## src/rtl/ac_motor_pkg.sv

```systemverilog
// Shared types and defaults for the AC motor gate-drive monitor.
package ac_motor_pkg;

    localparam int DEAD_W_DEFAULT = 11;

    typedef enum logic [2:0] {
        IDLE   = 3'd0,
        HIGH   = 3'd1,
        LOW    = 3'd2,
        DEAD_H = 3'd3,
        DEAD_L = 3'd4,
        FAULT  = 3'd5
    } state_t;

endpackage

```

## src/rtl/ac_motor_gate_monitor_if.sv

```systemverilog
// Gate observation / result bundle between the monitor and its environment.
interface ac_motor_gate_monitor_if #(
    parameter int DEAD_W = ac_motor_pkg::DEAD_W_DEFAULT
);
    logic              ENABLE;
    logic              CLEAR;
    logic [DEAD_W-1:0] MIN_DEAD;
    logic              S_HIGH;
    logic              S_LOW;

    // DEAD_VALID is a one-cycle strobe with no back-pressure: DEAD_TIME is
    // meaningful on that cycle and simply holds afterwards until the next strobe.
    logic              S_OUT;
    logic [DEAD_W-1:0] DEAD_TIME;
    logic              DEAD_VALID;
    logic              FAULT_SHOOT;
    logic              FAULT_DEAD;
    ac_motor_pkg::state_t dbg_state;

    modport master (
        output ENABLE, CLEAR, MIN_DEAD, S_HIGH, S_LOW,
        input  S_OUT, DEAD_TIME, DEAD_VALID, FAULT_SHOOT, FAULT_DEAD, dbg_state
    );

    modport slave (
        input  ENABLE, CLEAR, MIN_DEAD, S_HIGH, S_LOW,
        output S_OUT, DEAD_TIME, DEAD_VALID, FAULT_SHOOT, FAULT_DEAD, dbg_state
    );
endinterface

```

## src/rtl/ac_motor_dead_counter.sv

```systemverilog
// Saturating dead-time counter; clear wins over increment.
module ac_motor_dead_counter #(
    parameter int W = ac_motor_pkg::DEAD_W_DEFAULT
) (
    input  logic         clk,
    input  logic         rst_n,
    input  logic         clear,
    input  logic         increment,
    output logic [W-1:0] count
);
    logic [W-1:0] count_q;
    logic [W-1:0] count_d;

    always_comb begin
        count_d = count_q;
        if (clear) begin
            count_d = '0;
        end else if (increment && (count_q != '1)) begin
            count_d = count_q + W'(1);
        end
    end

    always_ff @(posedge clk) begin
        if (!rst_n) begin
            count_q <= '0;
        end else begin
            count_q <= count_d;
        end
    end

    assign count = count_q;
endmodule

```

## src/rtl/ac_motor_gate_monitor.sv

```systemverilog
// Watches complementary gate drives, measures dead time between opposing
// drives and latches shoot-through / short dead-time faults.
module ac_motor_gate_monitor
    import ac_motor_pkg::*;
#(
    parameter int DEAD_W = DEAD_W_DEFAULT
) (
    input  logic                          CLK,
    input  logic                          RST_N,
    ac_motor_gate_monitor_if.slave        bus
);
    state_t            state_q, state_d;
    logic              s_out_q, s_out_d;
    logic [DEAD_W-1:0] dead_time_q, dead_time_d;
    logic              dead_valid_q, dead_valid_d;
    logic              fault_shoot_q, fault_shoot_d;
    logic              fault_dead_q, fault_dead_d;
    logic              violation;
    logic              cnt_inc;
    logic [DEAD_W-1:0] cnt;
    logic              hi, lo;

    assign hi = bus.S_HIGH;
    assign lo = bus.S_LOW;

    ac_motor_dead_counter #(.W(DEAD_W)) u_dead_counter (
        .clk       (CLK),
        .rst_n     (RST_N),
        .clear     (!cnt_inc),
        .increment (cnt_inc),
        .count     (cnt)
    );

    always_comb begin
        state_d       = state_q;
        dead_time_d   = dead_time_q;
        dead_valid_d  = 1'b0;
        fault_shoot_d = fault_shoot_q;
        violation     = 1'b0;
        cnt_inc       = 1'b0;

        if (bus.CLEAR && !hi && !lo) begin
            fault_shoot_d = 1'b0;
        end

        if (!bus.ENABLE) begin
            state_d = IDLE;
        end else if (hi && lo) begin
            state_d       = FAULT;
            fault_shoot_d = 1'b1;
        end else begin
            // Count is 0 outside the dead states, so entering DEAD_x loads 1.
            unique case (state_q)
                IDLE: begin
                    if (hi)      state_d = HIGH;
                    else if (lo) state_d = LOW;
                end
                HIGH: begin
                    if (lo) begin
                        state_d      = LOW;
                        dead_time_d  = '0;
                        dead_valid_d = 1'b1;
                        violation    = 1'b1;
                    end else if (!hi) begin
                        state_d = DEAD_H;
                        cnt_inc = 1'b1;
                    end
                end
                DEAD_H: begin
                    if (lo) begin
                        state_d      = LOW;
                        dead_time_d  = cnt;
                        dead_valid_d = 1'b1;
                        violation    = (cnt < bus.MIN_DEAD);
                    end else if (hi) begin
                        state_d = HIGH;
                    end else begin
                        cnt_inc = 1'b1;
                    end
                end
                LOW: begin
                    if (hi) begin
                        state_d      = HIGH;
                        dead_time_d  = '0;
                        dead_valid_d = 1'b1;
                        violation    = 1'b1;
                    end else if (!lo) begin
                        state_d = DEAD_L;
                        cnt_inc = 1'b1;
                    end
                end
                DEAD_L: begin
                    if (hi) begin
                        state_d      = HIGH;
                        dead_time_d  = cnt;
                        dead_valid_d = 1'b1;
                        violation    = (cnt < bus.MIN_DEAD);
                    end else if (lo) begin
                        state_d = LOW;
                    end else begin
                        cnt_inc = 1'b1;
                    end
                end
                FAULT: begin
                    if (bus.CLEAR && !hi && !lo) state_d = IDLE;
                end
                default: state_d = IDLE;
            endcase
        end

        fault_dead_d = violation | (fault_dead_q & ~bus.CLEAR);
        s_out_d      = (state_d == HIGH) || (state_d == DEAD_H);
    end

    always_ff @(posedge CLK) begin
        if (!RST_N) begin
            state_q       <= IDLE;
            s_out_q       <= 1'b0;
            dead_time_q   <= '0;
            dead_valid_q  <= 1'b0;
            fault_shoot_q <= 1'b0;
            fault_dead_q  <= 1'b0;
        end else begin
            state_q       <= state_d;
            s_out_q       <= s_out_d;
            dead_time_q   <= dead_time_d;
            dead_valid_q  <= dead_valid_d;
            fault_shoot_q <= fault_shoot_d;
            fault_dead_q  <= fault_dead_d;
        end
    end

    assign bus.S_OUT       = s_out_q;
    assign bus.DEAD_TIME   = dead_time_q;
    assign bus.DEAD_VALID  = dead_valid_q;
    assign bus.FAULT_SHOOT = fault_shoot_q;
    assign bus.FAULT_DEAD  = fault_dead_q;
    assign bus.dbg_state   = state_q;
endmodule

```

## src/flat_wrapper.sv

```systemverilog
// flat-port wrapper written by rule: the top's interface ports become plain ports
module ac_motor_gate_monitor_flat import ac_motor_pkg::*;
#(
    parameter int DEAD_W = DEAD_W_DEFAULT
)
  (CLK, RST_N, bus_ENABLE, bus_CLEAR, bus_MIN_DEAD, bus_S_HIGH, bus_S_LOW, bus_S_OUT, bus_DEAD_TIME, bus_DEAD_VALID, bus_FAULT_SHOOT, bus_FAULT_DEAD, bus_dbg_state);
  ac_motor_gate_monitor_if #(.DEAD_W(DEAD_W)) bus_i ();
  input  logic CLK;
  input  logic RST_N;
  input wire logic [$bits(bus_i.ENABLE)-1:0] bus_ENABLE;
  input wire logic [$bits(bus_i.CLEAR)-1:0] bus_CLEAR;
  input wire logic [$bits(bus_i.MIN_DEAD)-1:0] bus_MIN_DEAD;
  input wire logic [$bits(bus_i.S_HIGH)-1:0] bus_S_HIGH;
  input wire logic [$bits(bus_i.S_LOW)-1:0] bus_S_LOW;
  output wire logic [$bits(bus_i.S_OUT)-1:0] bus_S_OUT;
  output wire logic [$bits(bus_i.DEAD_TIME)-1:0] bus_DEAD_TIME;
  output wire logic [$bits(bus_i.DEAD_VALID)-1:0] bus_DEAD_VALID;
  output wire logic [$bits(bus_i.FAULT_SHOOT)-1:0] bus_FAULT_SHOOT;
  output wire logic [$bits(bus_i.FAULT_DEAD)-1:0] bus_FAULT_DEAD;
  output wire logic [$bits(bus_i.dbg_state)-1:0] bus_dbg_state;
  assign bus_i.ENABLE = bus_ENABLE;
  assign bus_i.CLEAR = bus_CLEAR;
  assign bus_i.MIN_DEAD = bus_MIN_DEAD;
  assign bus_i.S_HIGH = bus_S_HIGH;
  assign bus_i.S_LOW = bus_S_LOW;
  assign bus_S_OUT = bus_i.S_OUT;
  assign bus_DEAD_TIME = bus_i.DEAD_TIME;
  assign bus_DEAD_VALID = bus_i.DEAD_VALID;
  assign bus_FAULT_SHOOT = bus_i.FAULT_SHOOT;
  assign bus_FAULT_DEAD = bus_i.FAULT_DEAD;
  assign bus_dbg_state = bus_i.dbg_state;
  ac_motor_gate_monitor #(.DEAD_W(DEAD_W)) u_core (.CLK(CLK), .RST_N(RST_N), .bus(bus_i));
endmodule
```

## config.mk

```make
export PLATFORM = sky130hd
export DESIGN_NAME = ac_motor_gate_monitor_flat
export DESIGN_NICKNAME = d
export VERILOG_FILES = /design/src/rtl/ac_motor_pkg.sv /design/src/rtl/ac_motor_gate_monitor_if.sv /design/src/rtl/ac_motor_dead_counter.sv /design/src/rtl/ac_motor_gate_monitor.sv /design/src/flat_wrapper.sv
export SDC_FILE = /design/constraint.sdc
export NUM_CORES = 1
export LEC_CHECK = 0
export CORE_MARGIN = 2
export CORE_UTILIZATION = 65
export DETAILED_ROUTE_END_ITERATION = 12
export DONT_BUFFER_PORTS = 1
export GPL_TIMING_DRIVEN = 1
export PLACE_DENSITY = 0.81
export SLEW_MARGIN = 20
export SYNTH_ARGS = -nofsm -noshare
export SYNTH_HDL_FRONTEND = slang
export SYNTH_HIERARCHICAL = 1
export SYNTH_SLANG_ARGS = --single-unit
export TNS_END_PERCENT = 100
```

## constraint.sdc

```tcl
create_clock -name CLK -period 2.4 [get_ports CLK]
set_input_delay 0.12 -clock CLK [delete_from_list [all_inputs] [get_ports CLK]]
set_output_delay 0.12 -clock CLK [all_outputs]
set_load 0.01 [all_outputs]
```

======== Yosys cells after proc, flatten, opt, wreduce, memory -nomap -nowiden ========
Cells that the tools add are included.
storage, ports and cells
  memories kept ........................... 0
  ROM bits ................................ 0
  bits in latches ......................... 0
  logic and storage cells ................. 77
  memory bits (writable) .................. 0
  register bits ........................... 29
cells by class
  divide/modulo/power cells ............... 0
  reduce and logical (&&, ||, !) cells .... 15
  shifts and indexed selects .............. 0
  bitwise logic cells ..................... 6
  order comparisons ....................... 1
  eq/ne operators ......................... 12
  mux-type cells .......................... 35
  add/subtract/negate cells ............... 1
  $mul .................................... 0
operators by type and width
  operator                                              number
  2-to-1 mux 11 bit                                     4
  one-hot mux 11 bit (4 select lines)                   1
  2-to-1 mux 3 bit                                      11
  2-to-1 mux 1 bit                                      15
  one-hot mux 3 bit (5 select lines)                    1
  adder 11 x 1 -> 11 bit (second input constant)        1
  less-than comparator 11 bit                           1
  inequality test 11 bit (second input constant)        1
  equality test 3 x 2 -> 1 bit (second input constant)  3
  inequality test 2 bit (second input constant)         4
  AND reduction 7 bit                                   1
  equality test 3 x 1 -> 1 bit (second input constant)  2
  equality test 3 bit (second input constant)           2
  OR reduction 2 bit                                    3
  logical AND 1 bit                                     4
  NOT 1 bit                                             4
  one-hot mux 1 bit (2 select lines)                    2
  one-hot mux 1 bit (4 select lines)                    1
  nonzero test 4 bit                                    1
  zero test 3 bit                                       1
  OR reduction 3 bit                                    1
  zero test 1 bit                                       2
  AND reduction 2 bit                                   1
  AND 1 bit                                             1
  other kinds (2)                                       2

======== Logic depth before layout (Yosys ltp) ========
  depth in word-level cells ............... 9
  mapped depth ............................ 8

======== Hierarchy ========
Netlist, hierarchy kept.
modules (own cells, without submodules)
  module                 seq. area each (um^2)  area each (um^2)  instances  cells an instance
  ac_motor_gate_monitor  360.3                  1071.0            1          131
  ac_motor_dead_counter  220.2                  545.5             1          66

======== Least setup slack after synthesis ========
Ideal clock, no wire load.
  path kind ............................... reg2reg
  from .................................... reg u_core.state_q[2] (netlist: u_core/bus.dbg_state[2])
  to ...................................... reg u_core.u_dead_counter.count_q[3] (netlist: u_core/u_dead_counter/count[3])
  setup slack ............................. 753 ps
  buffers on the path ..................... 2
  stages on the path, launching flop included .. 9
  arrival time ............................ 1577 ps
  required time ........................... 2330 ps
  path through ............................ dfxtp_1 buf_2 or3_1 nand4_1 inv_1 o41ai_2 buf_4 or3_1 a21oi_1
between the ends
  longest elaborated chain between the ends .. 6
  elaborated cells between the ends (all ways) .. 11
  classes of those cells .................. eq/ne: 4; mux: 3; reduce/logical: 4
RTL lines
  element                                                             line                          source
  from (decl)                                                         ac_motor_gate_monitor.sv:12   state_t state_q, state_d;
  from (signal assigned)                                              ac_motor_gate_monitor.sv:124  state_q <= state_d;
  equality test 3 x 2 -> 1 bit, or another cell as far along          ac_motor_gate_monitor.sv:53   unique case (state_q)
  OR reduction 2 bit (no line)                                        --
  one-hot mux 1 bit (2 select lines) *                                ac_motor_gate_monitor.sv:53
  2-to-1 mux 1 bit *                                                  ac_motor_gate_monitor.sv:48   end else if (hi && lo) begin
  2-to-1 mux 1 bit *                                                  ac_motor_gate_monitor.sv:46   if (!bus.ENABLE) begin
  via u_core.cnt_inc                                                  ac_motor_gate_monitor.sv:19   logic cnt_inc;
  AND reduction 2 bit (no line) or logical AND 1 bit (tied branches)  --
  to (signal assigned)                                                ac_motor_dead_counter.sv:27   count_q <= count_d;
  to (decl)                                                           ac_motor_dead_counter.sv:11   logic [W-1:0] count_q;
Mark *: on every way through the listed nets, which the timed path passes. The rest lies on a longest branch.
A chain may end at the register's enable or synchronous reset.

======== Worst setup path after layout ========
  from .................................... reg u_core.state_q[2] (netlist: u_core/bus.dbg_state[2])
  to ...................................... reg u_core.u_dead_counter.count_q[5] (netlist: u_core/u_dead_counter/count[5])
The elaborated chain is that of the path after synthesis.

==> results.md <==
* Result of the run: complete, no violations
* Worst skew pair latency at between 300 and 400 ps
* Reg-to-reg endpoint: u_core/u_dead_counter/count[5]$_SDFFE_PP0P_
* Post-synthesis instance area at approximately 0.0016 mm^2
* Highest achievable clock rate at 523 MHz
* Yosys cell types at 43
* Total power density per cell area at just under 500 mW/mm^2
* Vias in the first global route at about 1300
* CTS Buf Count at 5
* Worst hold endpoint: u_core/bus.dbg_state[1]$_SDFF_PN0_
* Gates resized, CTS repair at 0
* Number of hold violations in the final report at 0
* Crit path required time at about 2700 ps
* 1st-iter DRT viols at 36
* Fin crit share at approximately 80%
* Number of synthesized register bits at 29
* Signal arrival time at the worst endpoint at between 2000 and 2500 ps
* Unrepaired setup endpoints after global routing: no
* Input/output buffers at 0
* Final number of max-transition violations at 0
* Worst hold-check path type: input port to register
* Count of nets after finishing at between 200 and 250
* CTS sink cnt at 29
* Worst Setup Path Type: register to register
* Total Die Area at approximately 0.0029 mm^2
* Initial Utilization at 67.1%
* Num ports at 35
* Number of enable-type register cells in the synthesized netlist at 0
* Per-cell routed wire length at between 15 and 20 um
* LEAKAGE at roughly 0.71 nW
* WHS Path Cells at 2
* Sequential element share of the synthesized area at 35.9%
* Switching Share at about a quarter
* RePlAce Congestion at about 1.0
* Number of fill cells at around 200
* Initial antenna violation count at 0
* Placement Cell Area at between 0.0015 and 0.002 mm^2
* Maximum count of clock buffers along a single path at 2
* Root Buffer Master: sky130_fd_sc_hd__clkbuf_4
* Number of instances in the synthesized netlist at 197
* Reg power frac at between 60% and 70%
* Die Wd at 53.9 um
* Post-route insts no fill at about 230
* Remaining antenna violation count after routing at 0
* Launching element type of the critical path: register
* R2r setup slk at 490 ps
* DRT Pass-1 Iters at 4
* Highest net fanout along the worst path at 11
* Largest cells by area after synthesis: sky130_fd_sc_hd__dfxtp_1 (36%), sky130_fd_sc_hd__ha_1 (8.5%), sky130_fd_sc_hd__nand3_1 (6.5%)
* Top cell type's share of synthesized area at ~36%
* Final Setup Violations at 0
* Worst Min Path Start: bus_S_HIGH
* # H-tree levels at 2
* Fraction of final layout cells sized beyond drive strength 1 at around 6%
* Routed vias at 1438
* Total DRC errors in the routed layout at 0
* CTS clk-pin slew, worst paths at around 90 ps
* Number of vias per cell at approximately 6.2
* Final routed wirelength across all metal layers at ~3.6 mm
* Worst Tran Pin Value at approximately 730 ps
* Fraction of registers with async set/reset at 0%
* Post-layout min period at 1910 ps
* Post-route setup TNS at 0 ps
* Largest area contributor in the netlist: sky130_fd_sc_hd__dfxtp_1
* Signed area change from the synthesized netlist to the final layout at 4.18%
* Maximum ir drop on the vdd rail at 449 uV
* Area of all placed cells without fillers at 0.00168 mm^2
* All-Layer GR Usage at between 20% and 30%
* Share of power burned in the clock network at between 30% and 40%
* Critical register-to-register path startpoint: u_core/bus.dbg_state[2]$_SDFF_PN0_
* Grt total ovfl at 0
* Worst r2r path cells at 7
* Combinational Power Share at 6.5%
* Placed insts at approximately 220
* Startpoint of the worst setup timing path: u_core/bus.dbg_state[2]$_SDFF_PN0_
* Prevailing post-synth register cell: sky130_fd_sc_hd__dfxtp_1
* Largest net degree at the start of global routing at 16
* Most frequent cells after synthesis: sky130_fd_sc_hd__dfxtp_1 (29), sky130_fd_sc_hd__nand2_1 (22), sky130_fd_sc_hd__nand3_1 (21), sky130_fd_sc_hd__inv_1 (16), sky130_fd_sc_hd__ha_1 (11)
* Area inside the core boundary at 0.00241 mm^2
* HPWL after detailed placement at 2.63 mm
* Avg Synthesized Cell Area at 8.21 um^2
* Yosys warning total at 6
* Relative max-transition margin at 51.1%
* Max-cap violation count at 0
* Post-Synthesis Net Count at 225
* FP Rows at 18
* CTS tree: done
* N_diodes at 0
* Die height at roughly 54 um
* Endpoint class of the critical path: register
* Final Power at a little over 0.8 mW
* Final worst clock skew at between 10 and 15 ps
* Design internal power at between 0.6 and 0.7 mW
* Top-count cell post-synth: sky130_fd_sc_hd__dfxtp_1
* Net switching power at 0.196 mW
* Wire length of the first global-routing pass at roughly 5.5 mm
==> layout make-up <==
| class | count | area (um^2) | area share, % |
|---|---|---|---|
| Clock buffer | 8 | 48.8 | 2.90 |
| Inverter | 16 | 60.1 | 3.57 |
| Multi-Input combinational cell | 145 | 930 | 55.2 |
| Sequential cell | 29 | 581 | 34.5 |
| Tap cell | 30 | 37.5 | 2.23 |
| Timing Repair Buffer | 3 | 27.5 | 1.63 |
==> how the worst max path moves through the flow <==
stage,end
2_1_floorplan,u_core/u_dead_counter/count[3]$_SDFFE_PP0P_
5_1_grt,u_core/u_dead_counter/count[6]$_SDFFE_PP0P_
3_5_place_dp,u_core/bus.DEAD_TIME[6]$_SDFFE_PN0P_
6_report,u_core/u_dead_counter/count[5]$_SDFFE_PP0P_
4_1_cts,u_core/bus.DEAD_TIME[3]$_SDFFE_PN0P_
3_3_place_gp,u_core/bus.DEAD_TIME[7]$_SDFFE_PN0P_
==> critical path, stage by stage (launching register included) <==
cell and delay, ps:
sky130_fd_sc_hd__dfxtp_1 560, sky130_fd_sc_hd__or3_1 170, sky130_fd_sc_hd__nand4_1 160, sky130_fd_sc_hd__inv_1 170
sky130_fd_sc_hd__o41ai_2 90, sky130_fd_sc_hd__buf_4 170, sky130_fd_sc_hd__or4_1 470, sky130_fd_sc_hd__nand2_1 80
==> routing by layer <==
metal	up-vias	part of all wire [%]	track usage, %
met5	-	0	0
met2	56	49	44.3
met3	9	7.2	8.33
met1	667	43	33.2
li1	706	-	-
met4	0	1.3	11.5
==> metrics by stage <==
step | setup WS, ps | utilization [%] | hold WS (ps)
after floorplan | 753 | - | 226
after global placement | 566 | 67.0 | 237
after detailed placement | 431 | 67.0 | 241
after CTS | 386 | 69.9 | 19.4
after global routing | 286 | 69.9 | 47.2
final | 486 | 69.9 | 41.3
==> flip-flops by register name (all words and copies together) (netlist names) <==
register                     flops
u_core/bus.dbg_state             3
u_core/bus.FAULT_SHOOT           1
u_core/bus.DEAD_VALID            1
u_core/bus.FAULT_DEAD            1
u_core/bus.DEAD_TIME            11
u_core/u_dead_counter/count     11
u_core/bus.S_OUT                 1
==> placed cells by master, fill, tap and decap left out, types with 2 or more instances in the layout <==
cell / count
sky130_fd_sc_hd__a21boi_0: 4
sky130_fd_sc_hd__a21boi_1: 8
sky130_fd_sc_hd__a21o_1: 3
sky130_fd_sc_hd__a21oi_1: 9
sky130_fd_sc_hd__a221oi_1: 2
sky130_fd_sc_hd__a31oi_1: 2
sky130_fd_sc_hd__and2_1: 2
sky130_fd_sc_hd__and3_1: 5
sky130_fd_sc_hd__and3_2: 2
sky130_fd_sc_hd__clkbuf_1: 3
sky130_fd_sc_hd__clkbuf_4: 5
sky130_fd_sc_hd__dfxtp_1: 29
sky130_fd_sc_hd__dlygate4sd3_1: 2
sky130_fd_sc_hd__ha_1: 11
sky130_fd_sc_hd__inv_1: 16
sky130_fd_sc_hd__nand2_1: 22
sky130_fd_sc_hd__nand2b_1: 2
sky130_fd_sc_hd__nand3_1: 21
sky130_fd_sc_hd__nand4_1: 3
sky130_fd_sc_hd__nor2_1: 8
sky130_fd_sc_hd__nor2b_1: 7
sky130_fd_sc_hd__nor3_1: 2
sky130_fd_sc_hd__o211ai_1: 2
sky130_fd_sc_hd__o21ai_0: 6
sky130_fd_sc_hd__o21ai_1: 4
sky130_fd_sc_hd__or3_1: 4
sky130_fd_sc_hd__xor2_1: 2
==> power groups by stage <==
stage | sequential [mW] | combinational [mW] | clock, mW
final | 0.493 | 0.0534 | 0.275
after global routing | 0.494 | 0.0609 | 0.300
after CTS | 0.493 | 0.0530 | 0.278
after detailed placement | 0.504 | 0.0472 | 0
after global placement | 0.504 | 0.0444 | 0
after floorplan | 0.502 | 0.0435 | 0
==> logic make-up (layout without fill, tap and decap cells) <==
group	count (synthesis)	after routing	synth area share [%]
simple gates	83	83	26.5
flops	29	29	35.9
xor+xnor	2	2	1.08
compound gates	48	48	20.8
mux	1	1	0.619
buf+inv	23	27	6.58
fa+ha+maj	11	11	8.51
==> timing repair <==
item / CTS / global route
hold buffers: 2 / 0
hold endpoints to repair: 17 / 0
setup buffers: 0 / 0
Note: power is estimated with default switching activity, not from simulation.
